<file path="src/rtl/masked_inv_arbiter_pkg.sv">
// -----------------------------------------------------------------------------
// masked_inv_arbiter_pkg
// Shared types and constants for the masked inverter arbiter slice:
//   bv8_t           one byte share
//   inv_tag_t       owner tag carried alongside each inverter slot
//   INV_LATENCY     register stages inside the masked GF(2^8) inverter
//   num_inv_random  fresh random bits consumed per inverter issue
// -----------------------------------------------------------------------------
package masked_inv_arbiter_pkg;

   typedef logic [7:0] bv8_t;

   // Value 3 is never produced; only these three encodings exist.
   typedef enum logic [1:0] {
      TAG_IDLE = 2'd0,
      TAG_S    = 2'd1,
      TAG_K    = 2'd2
   } inv_tag_t;

   localparam int INV_LATENCY = 3;

   // Refresh randomness for the three shared multiplications in the inverter
   // chain: one byte per share pair per multiplication.
   function automatic int num_inv_random(input int num_shares);
      return 8 * ((num_shares * (num_shares - 1)) / 2) * 3;
   endfunction

endpackage

</file>
<file path="src/rtl/masked_inv_arbiter_inv_tag_pipe.sv">
// -----------------------------------------------------------------------------
// masked_inv_arbiter_inv_tag_pipe
// LATENCY-deep shift register of owner tags that runs in lockstep with the
// masked inverter pipeline. Reset clears every stage to TAG_IDLE, so in-flight
// work is dropped without producing a response.
// Ports:
//   in_clock      clock
//   in_reset      asynchronous active-high reset
//   in_tag        tag of the slot entering the inverter this cycle
//   out_tag_last  tag at stage LATENCY, aligned with the inverter output
//   out_busy      any stage holds a non-IDLE tag
// -----------------------------------------------------------------------------
module masked_inv_arbiter_inv_tag_pipe
   import masked_inv_arbiter_pkg::*;
#(
   parameter int LATENCY = INV_LATENCY
) (
   input  logic     in_clock,
   input  logic     in_reset,
   input  inv_tag_t in_tag,
   output inv_tag_t out_tag_last,
   output logic     out_busy
);

   inv_tag_t tag_q [LATENCY];

   always_ff @(posedge in_clock or posedge in_reset) begin
      if (in_reset) begin
         for (int i = 0; i < LATENCY; i++) begin
            tag_q[i] <= TAG_IDLE;
         end
      end else begin
         tag_q[0] <= in_tag;
         for (int i = 1; i < LATENCY; i++) begin
            tag_q[i] <= tag_q[i-1];
         end
      end
   end

   assign out_tag_last = tag_q[LATENCY-1];

   always_comb begin
      out_busy = 1'b0;
      for (int i = 0; i < LATENCY; i++) begin
         out_busy = out_busy | (tag_q[i] != TAG_IDLE);
      end
   end

endmodule

</file>
<file path="src/rtl/masked_inv_arbiter.sv">
// -----------------------------------------------------------------------------
// masked_inv_arbiter
// Shares one pipelined masked GF(2^8) inverter between the round datapath
// (port S) and the key expansion (port K). At most one issue per cycle, each
// gated on a fresh PRNG word; an owner tag travels with every slot and routes
// the result back to the requester that issued it.
// Ports:
//   in_clock, in_reset          clock, asynchronous active-high reset
//   in_s_valid/in_s_a/out_s_ready   round datapath request
//   in_k_valid/in_k_a/out_k_ready   key expansion request
//   in_rnd_valid/in_rnd/out_rnd_consume  PRNG word handshake
//   out_inv_a/out_inv_random    to the inverter inputs
//   in_inv_b                    from the inverter output
//   out_s_valid/out_k_valid/out_b   registered responses (out_b shared)
//   out_busy                    any slot in flight
//   out_stall_count             only with MASKED_INV_ARB_STALL_CNT_EN defined:
//                               saturating count of cycles where a request
//                               was valid but nothing transferred
//
// Handshake: a request transfers in a cycle where valid and ready are both
// high. Ready is combinational (grant AND fresh randomness) and the requester
// must hold valid and data stable until it sees ready. Responses are
// single-cycle pulses that cannot be back-pressured.
// -----------------------------------------------------------------------------
module masked_inv_arbiter
   import masked_inv_arbiter_pkg::*;
#(
   parameter int NUM_SHARES = 2,
   parameter int LATENCY    = INV_LATENCY,
   parameter int NUM_RANDOM = num_inv_random(NUM_SHARES)
) (
   input  logic                    in_clock,
   input  logic                    in_reset,
   input  logic                    in_s_valid,
   input  logic [NUM_SHARES*8-1:0] in_s_a,
   output logic                    out_s_ready,
   input  logic                    in_k_valid,
   input  logic [NUM_SHARES*8-1:0] in_k_a,
   output logic                    out_k_ready,
   input  logic                    in_rnd_valid,
   input  logic [NUM_RANDOM-1:0]   in_rnd,
   output logic                    out_rnd_consume,
   output logic [NUM_SHARES*8-1:0] out_inv_a,
   output logic [NUM_RANDOM-1:0]   out_inv_random,
   input  logic [NUM_SHARES*8-1:0] in_inv_b,
   output logic                    out_s_valid,
   output logic                    out_k_valid,
   output logic [NUM_SHARES*8-1:0] out_b,
   output logic                    out_busy
`ifdef MASKED_INV_ARB_STALL_CNT_EN
   ,
   output logic [15:0]             out_stall_count
`endif
);

   // Round-robin pointer: names the requester that wins the next conflict.
   localparam logic [0:0] RR_S = 1'b0;
   localparam logic [0:0] RR_K = 1'b1;

   logic [0:0] rr_q, rr_d;
   logic       issue_ok, conflict, grant_s, grant_k, xfer_s, xfer_k;
   inv_tag_t   tag_push, tag_last;
   logic       resp_s_q, resp_s_d, resp_k_q, resp_k_d;
   logic [NUM_SHARES*8-1:0] b_q, b_d;

   // Reset also suppresses ready so nothing is accepted while the pipe clears.
   assign issue_ok = in_rnd_valid & ~in_reset;
   assign conflict = in_s_valid & in_k_valid;
   assign grant_s  = in_s_valid & (~in_k_valid | (rr_q == RR_S));
   assign grant_k  = in_k_valid & (~in_s_valid | (rr_q == RR_K));

   assign out_s_ready     = grant_s & issue_ok;
   assign out_k_ready     = grant_k & issue_ok;
   assign xfer_s          = in_s_valid & out_s_ready;
   assign xfer_k          = in_k_valid & out_k_ready;
   assign out_rnd_consume = xfer_s | xfer_k;

   // Selects depend only on valid/grant bits, never on share values; unused
   // slots see all-zero data and randomness.
   always_comb begin
      tag_push       = TAG_IDLE;
      out_inv_a      = '0;
      out_inv_random = '0;
      rr_d           = rr_q;
      if (xfer_s) begin
         tag_push  = TAG_S;
         out_inv_a = in_s_a;
      end else if (xfer_k) begin
         tag_push  = TAG_K;
         out_inv_a = in_k_a;
      end
      if (out_rnd_consume) begin
         out_inv_random = in_rnd;
      end
      // A resolved conflict hands priority to the loser.
      if (conflict && issue_ok) begin
         rr_d = ~rr_q;
      end
   end

   masked_inv_arbiter_inv_tag_pipe #(
      .LATENCY (LATENCY)
   ) u_tag_pipe (
      .in_clock     (in_clock),
      .in_reset     (in_reset),
      .in_tag       (tag_push),
      .out_tag_last (tag_last),
      .out_busy     (out_busy)
   );

   assign resp_s_d = (tag_last == TAG_S);
   assign resp_k_d = (tag_last == TAG_K);
   assign b_d      = (tag_last != TAG_IDLE) ? in_inv_b : '0;

   always_ff @(posedge in_clock or posedge in_reset) begin
      if (in_reset) begin
         rr_q     <= RR_S;
         resp_s_q <= 1'b0;
         resp_k_q <= 1'b0;
         b_q      <= '0;
      end else begin
         rr_q     <= rr_d;
         resp_s_q <= resp_s_d;
         resp_k_q <= resp_k_d;
         b_q      <= b_d;
      end
   end

   assign out_s_valid = resp_s_q;
   assign out_k_valid = resp_k_q;
   assign out_b       = b_q;

`ifdef MASKED_INV_ARB_STALL_CNT_EN
   logic [15:0] stall_q, stall_d;

   always_comb begin
      stall_d = stall_q;
      if ((in_s_valid | in_k_valid) && !out_rnd_consume && (stall_q != 16'hFFFF)) begin
         stall_d = stall_q + 16'd1;
      end
   end

   always_ff @(posedge in_clock or posedge in_reset) begin
      if (in_reset) begin
         stall_q <= '0;
      end else begin
         stall_q <= stall_d;
      end
   end

   assign out_stall_count = stall_q;
`endif

endmodule

</file>
<file path="config.mk">
export PLATFORM = sky130hd
export DESIGN_NAME = masked_inv_arbiter
export DESIGN_NICKNAME = d
export VERILOG_FILES = /design/src/rtl/masked_inv_arbiter_pkg.sv /design/src/rtl/masked_inv_arbiter_inv_tag_pipe.sv /design/src/rtl/masked_inv_arbiter.sv
export SDC_FILE = /design/constraint.sdc
export NUM_CORES = 1
export LEC_CHECK = 0
export BUFFER_PORTS_ARGS = -buffer_cell sky130_fd_sc_hd__buf_2
export CAP_MARGIN = 20
export CELL_PAD_IN_SITES_DETAIL_PLACEMENT = 0
export CELL_PAD_IN_SITES_GLOBAL_PLACEMENT = 1
export CORE_ASPECT_RATIO = 1.75
export CORE_MARGIN = 2
export CORE_UTILIZATION = 20
export CTS_CLUSTER_DIAMETER = 60
export DETAILED_ROUTE_END_ITERATION = 10
export GPL_ROUTABILITY_DRIVEN = 0
export HOLD_SLACK_MARGIN = 0.1
export PLACE_DENSITY = 0.8
export RECOVER_POWER = 100
export REMOVE_ABC_BUFFERS = 1
export SKIP_CTS_REPAIR_TIMING = 1
export SLEW_MARGIN = 20
export SYNTH_ARGS = -nofsm -noshare
export SYNTH_HDL_FRONTEND = slang
export SYNTH_SLANG_ARGS = --single-unit
</file>
<file path="constraint.sdc">
create_clock -name in_clock -period 1.17 [get_ports in_clock]
set_input_delay 0.117 -clock in_clock [delete_from_list [all_inputs] [get_ports in_clock]]
set_output_delay 0.117 -clock in_clock [all_outputs]
set_load 0.02 [all_outputs]
</file>
==> flow_summary.toml <==
[status]
outcome = "finished with violations"
violations = "negative setup slack"

[route]
num_vias = 1415
drt_wl_total_um = 4190
drt_pass1_iterations = 3
met3WireLength_um = 389
wl_met1_um = 1420
ant_nets = 0
highest_layer = "met4"
route.met2.wl_um = 2360
wl_per_cell_um = 12.0
via_per_inst = 4.07
drtIter0Drc = 33
route.detailed.drc = 0

[worst_setup_path]
endpoint_kind = "output port"
slowest_delay_ns = 0.41
start_kind = "register"
cp_max_fo = 16
cp_data_required_time_ns = 1.05
path_buf_inv = 1
worstSetupPathType = "register to output port"
critPathSlowestCell = "dfrtp_1"
path_cells = "nand2b_1, and3_4, a22o_1, buf_6"
arrival_ns = 1.43
crit_family = "simple AND/OR/NAND/NOR gates"

[clock_network]
cts_sinks = 25
clockBufferDepth = 2
cts_root_buf = "clkbuf_8"
htreeDepth = 1
cts_tree = "done"
clk_pin_slew_ns = 0.08
clock_latency_ns = 0.25
cts_made_buffers = 3

[min_path]
hold_class = "input pin to register"

[power]
ir_worst_vdd_uv = 492
power_density_mw_per_mm2 = 918
power_mw = 2.40
p_leak_nw = 1.39

[sta]
skew_ns = 0.00177
setup_violations = 43
rsz0062_at_grt = "yes"
post-route-period-util_pct = 132
report.final.slew_viol_count = 0
post-route-min-period_ns = 1.55
worst_slew_pin_slew_ns = 0.594
whs_ns = 0.0913
max_freq_mhz = 647
slew_headroom_pct = 60.4
hold_viol_final = 0
timing.final.ws_setup_ns = -0.376

[logic_synthesis]
synth_seq_cells = 25
synth_cell_type_count = 23
ys_seq_area_share_pct = 52.2
syn_area_per_cell_um2 = 11.3
synthCells = 106
netlist_area_mm2 = 0.00120
ys.warnings.count = 0

[floorplan]
start_util_pct = 20.5
dieArea_mm2 = 0.00665
core_mm2 = 0.00583
die_y_um = 106
num_io_pins = 139
dieWidth_um = 62.5
rows = 37

[cells_and_area]
nFillCells = 597
antenna_cells = 0
fin_nets = 348
drive_gt1_share_pct = 62.2
area_growth_pct = 118

[placed_design]
hpwl_um = 2780
pre_cts_ws_ns = -0.361
numPortBuffers = 138

[job]
cap_viol_max_count = 0

[grt]
track_usage_pct = 9.59
grt_max_degree = 27
overflow = 0
grt_pass1_wl_um = 5220
antenna_found_initial = 0
grt_pass1_vias = 1224
per-layer routing:
metal	vias up	global-route usage, %
li1	687	-
met1	641	10.2
met2	85	18.9
met3	2	1.59
met4	0	2.86
met5	-	0
worst paths after layout:
path,startpoint,end,slack [ns],cells after the start
hold / removal,in_inv_b[6],out_b[6]$_DFF_PP0_,0.09,2
hold reg to reg,u_tag_pipe.tag_q[3]$_DFF_PP0_,u_tag_pipe.out_tag_last[1]$_DFF_PP0_,0.40,0
max in group asynchronous,in_reset,out_b[13]$_DFF_PP0_,0.16,4
setup / recovery,rr_q$_DFFE_PP0P_,out_inv_a[12],-0.38,4
setup reg to reg,u_tag_pipe.out_tag_last[1]$_DFF_PP0_,out_b[7]$_DFF_PP0_,0.01,3
min in group asynchronous,in_reset,out_s_valid$_DFF_PP0_,0.62,4
cells by family after synthesis:
group           count (synthesis)  share of synthesized area, %
xor+xnor                        1                         0.731
buf+inv                         8                          5.53
simple gates                   54                          28.7
flops                          25                          52.2
compound gates                 18                          12.8
registers in the layout (all words and copies together) (netlist names):
register                 flops
out_b                       16
out_k_valid                  1
out_s_valid                  1
rr_q                         1
u_tag_pipe.out_tag_last      2
u_tag_pipe.tag_q             4
cell usage after synthesis:
master / n / share of area (%)
nand3_1: 1 / 0.42
buf_8: 1 / 1.3
buf_6: 3 / 2.8
xnor2_1: 1 / 0.73
and3_2: 1 / 0.63
nand2_2: 1 / 0.52
nor2b_2: 1 / 0.73
clkbuf_1: 1 / 0.31
and2_1: 24 / 13
nand2_1: 1 / 0.31
inv_1: 1 / 0.31
nor2b_1: 11 / 5.7
and2b_1: 7 / 4.4
and3_1: 4 / 2.1
buf_2: 1 / 0.42
o21a_1: 2 / 1.3
nor2_1: 1 / 0.31
dfrtp_1: 25 / 52
clkbuf_2: 1 / 0.42
nand2b_1: 1 / 0.52
a21boi_0: 1 / 0.63
a22o_1: 15 / 11
nor4_1: 1 / 0.52
cells in the final DEF (no fill, tap or decap), types with 2 or more instances in the layout:
cell           instances
buf_4                  6
clkbuf_2               3
and2b_1                7
nor2b_1               11
dfrtp_1               25
buf_2                 75
clkbuf_8               3
buf_6                 44
clkbuf_16              2
dlygate4sd3_1         15
and3_4                 4
and2_4                24
a22o_1                15
clkbuf_1              20
final cells by class:
cell class                      instances  area [um2]  share of cell area (%)
Clock buffer                            4        45.0                    1.72
Inverter                                1        3.75                   0.143
Multi-Input combinational cell         74         617                    23.6
Sequential cell                        25         626                    23.9
Tap cell                               78        97.6                    3.73
Timing Repair Buffer                  166        1230                    47.0
metrics by stage:
| step | std cells | utilization (%) | setup TNS (ns) | cell area (um2) |
|---|---|---|---|---|
| final | 348 | 44.9 | -6.88 | 2620 |
| after global routing | 348 | 44.9 | -9.69 | 2620 |
| after CTS | 328 | 35.6 | -13.31 | 2070 |
| after detailed placement | 324 | 34.8 | -7.83 | 2030 |
| after global placement | 324 | 34.8 | -6.10 | 2030 |
| after floorplan | 99 | - | -5.85 | 1140 |
where the power goes:
group,switching [mW],internal (mW),leakage [nW]
clock,0.236,0.242,0.0228
combinational,0.431,0.523,1.03
sequential,0.0374,0.935,0.338
total,0.705,1.70,1.39
Note: power is estimated with default switching activity, not from simulation.
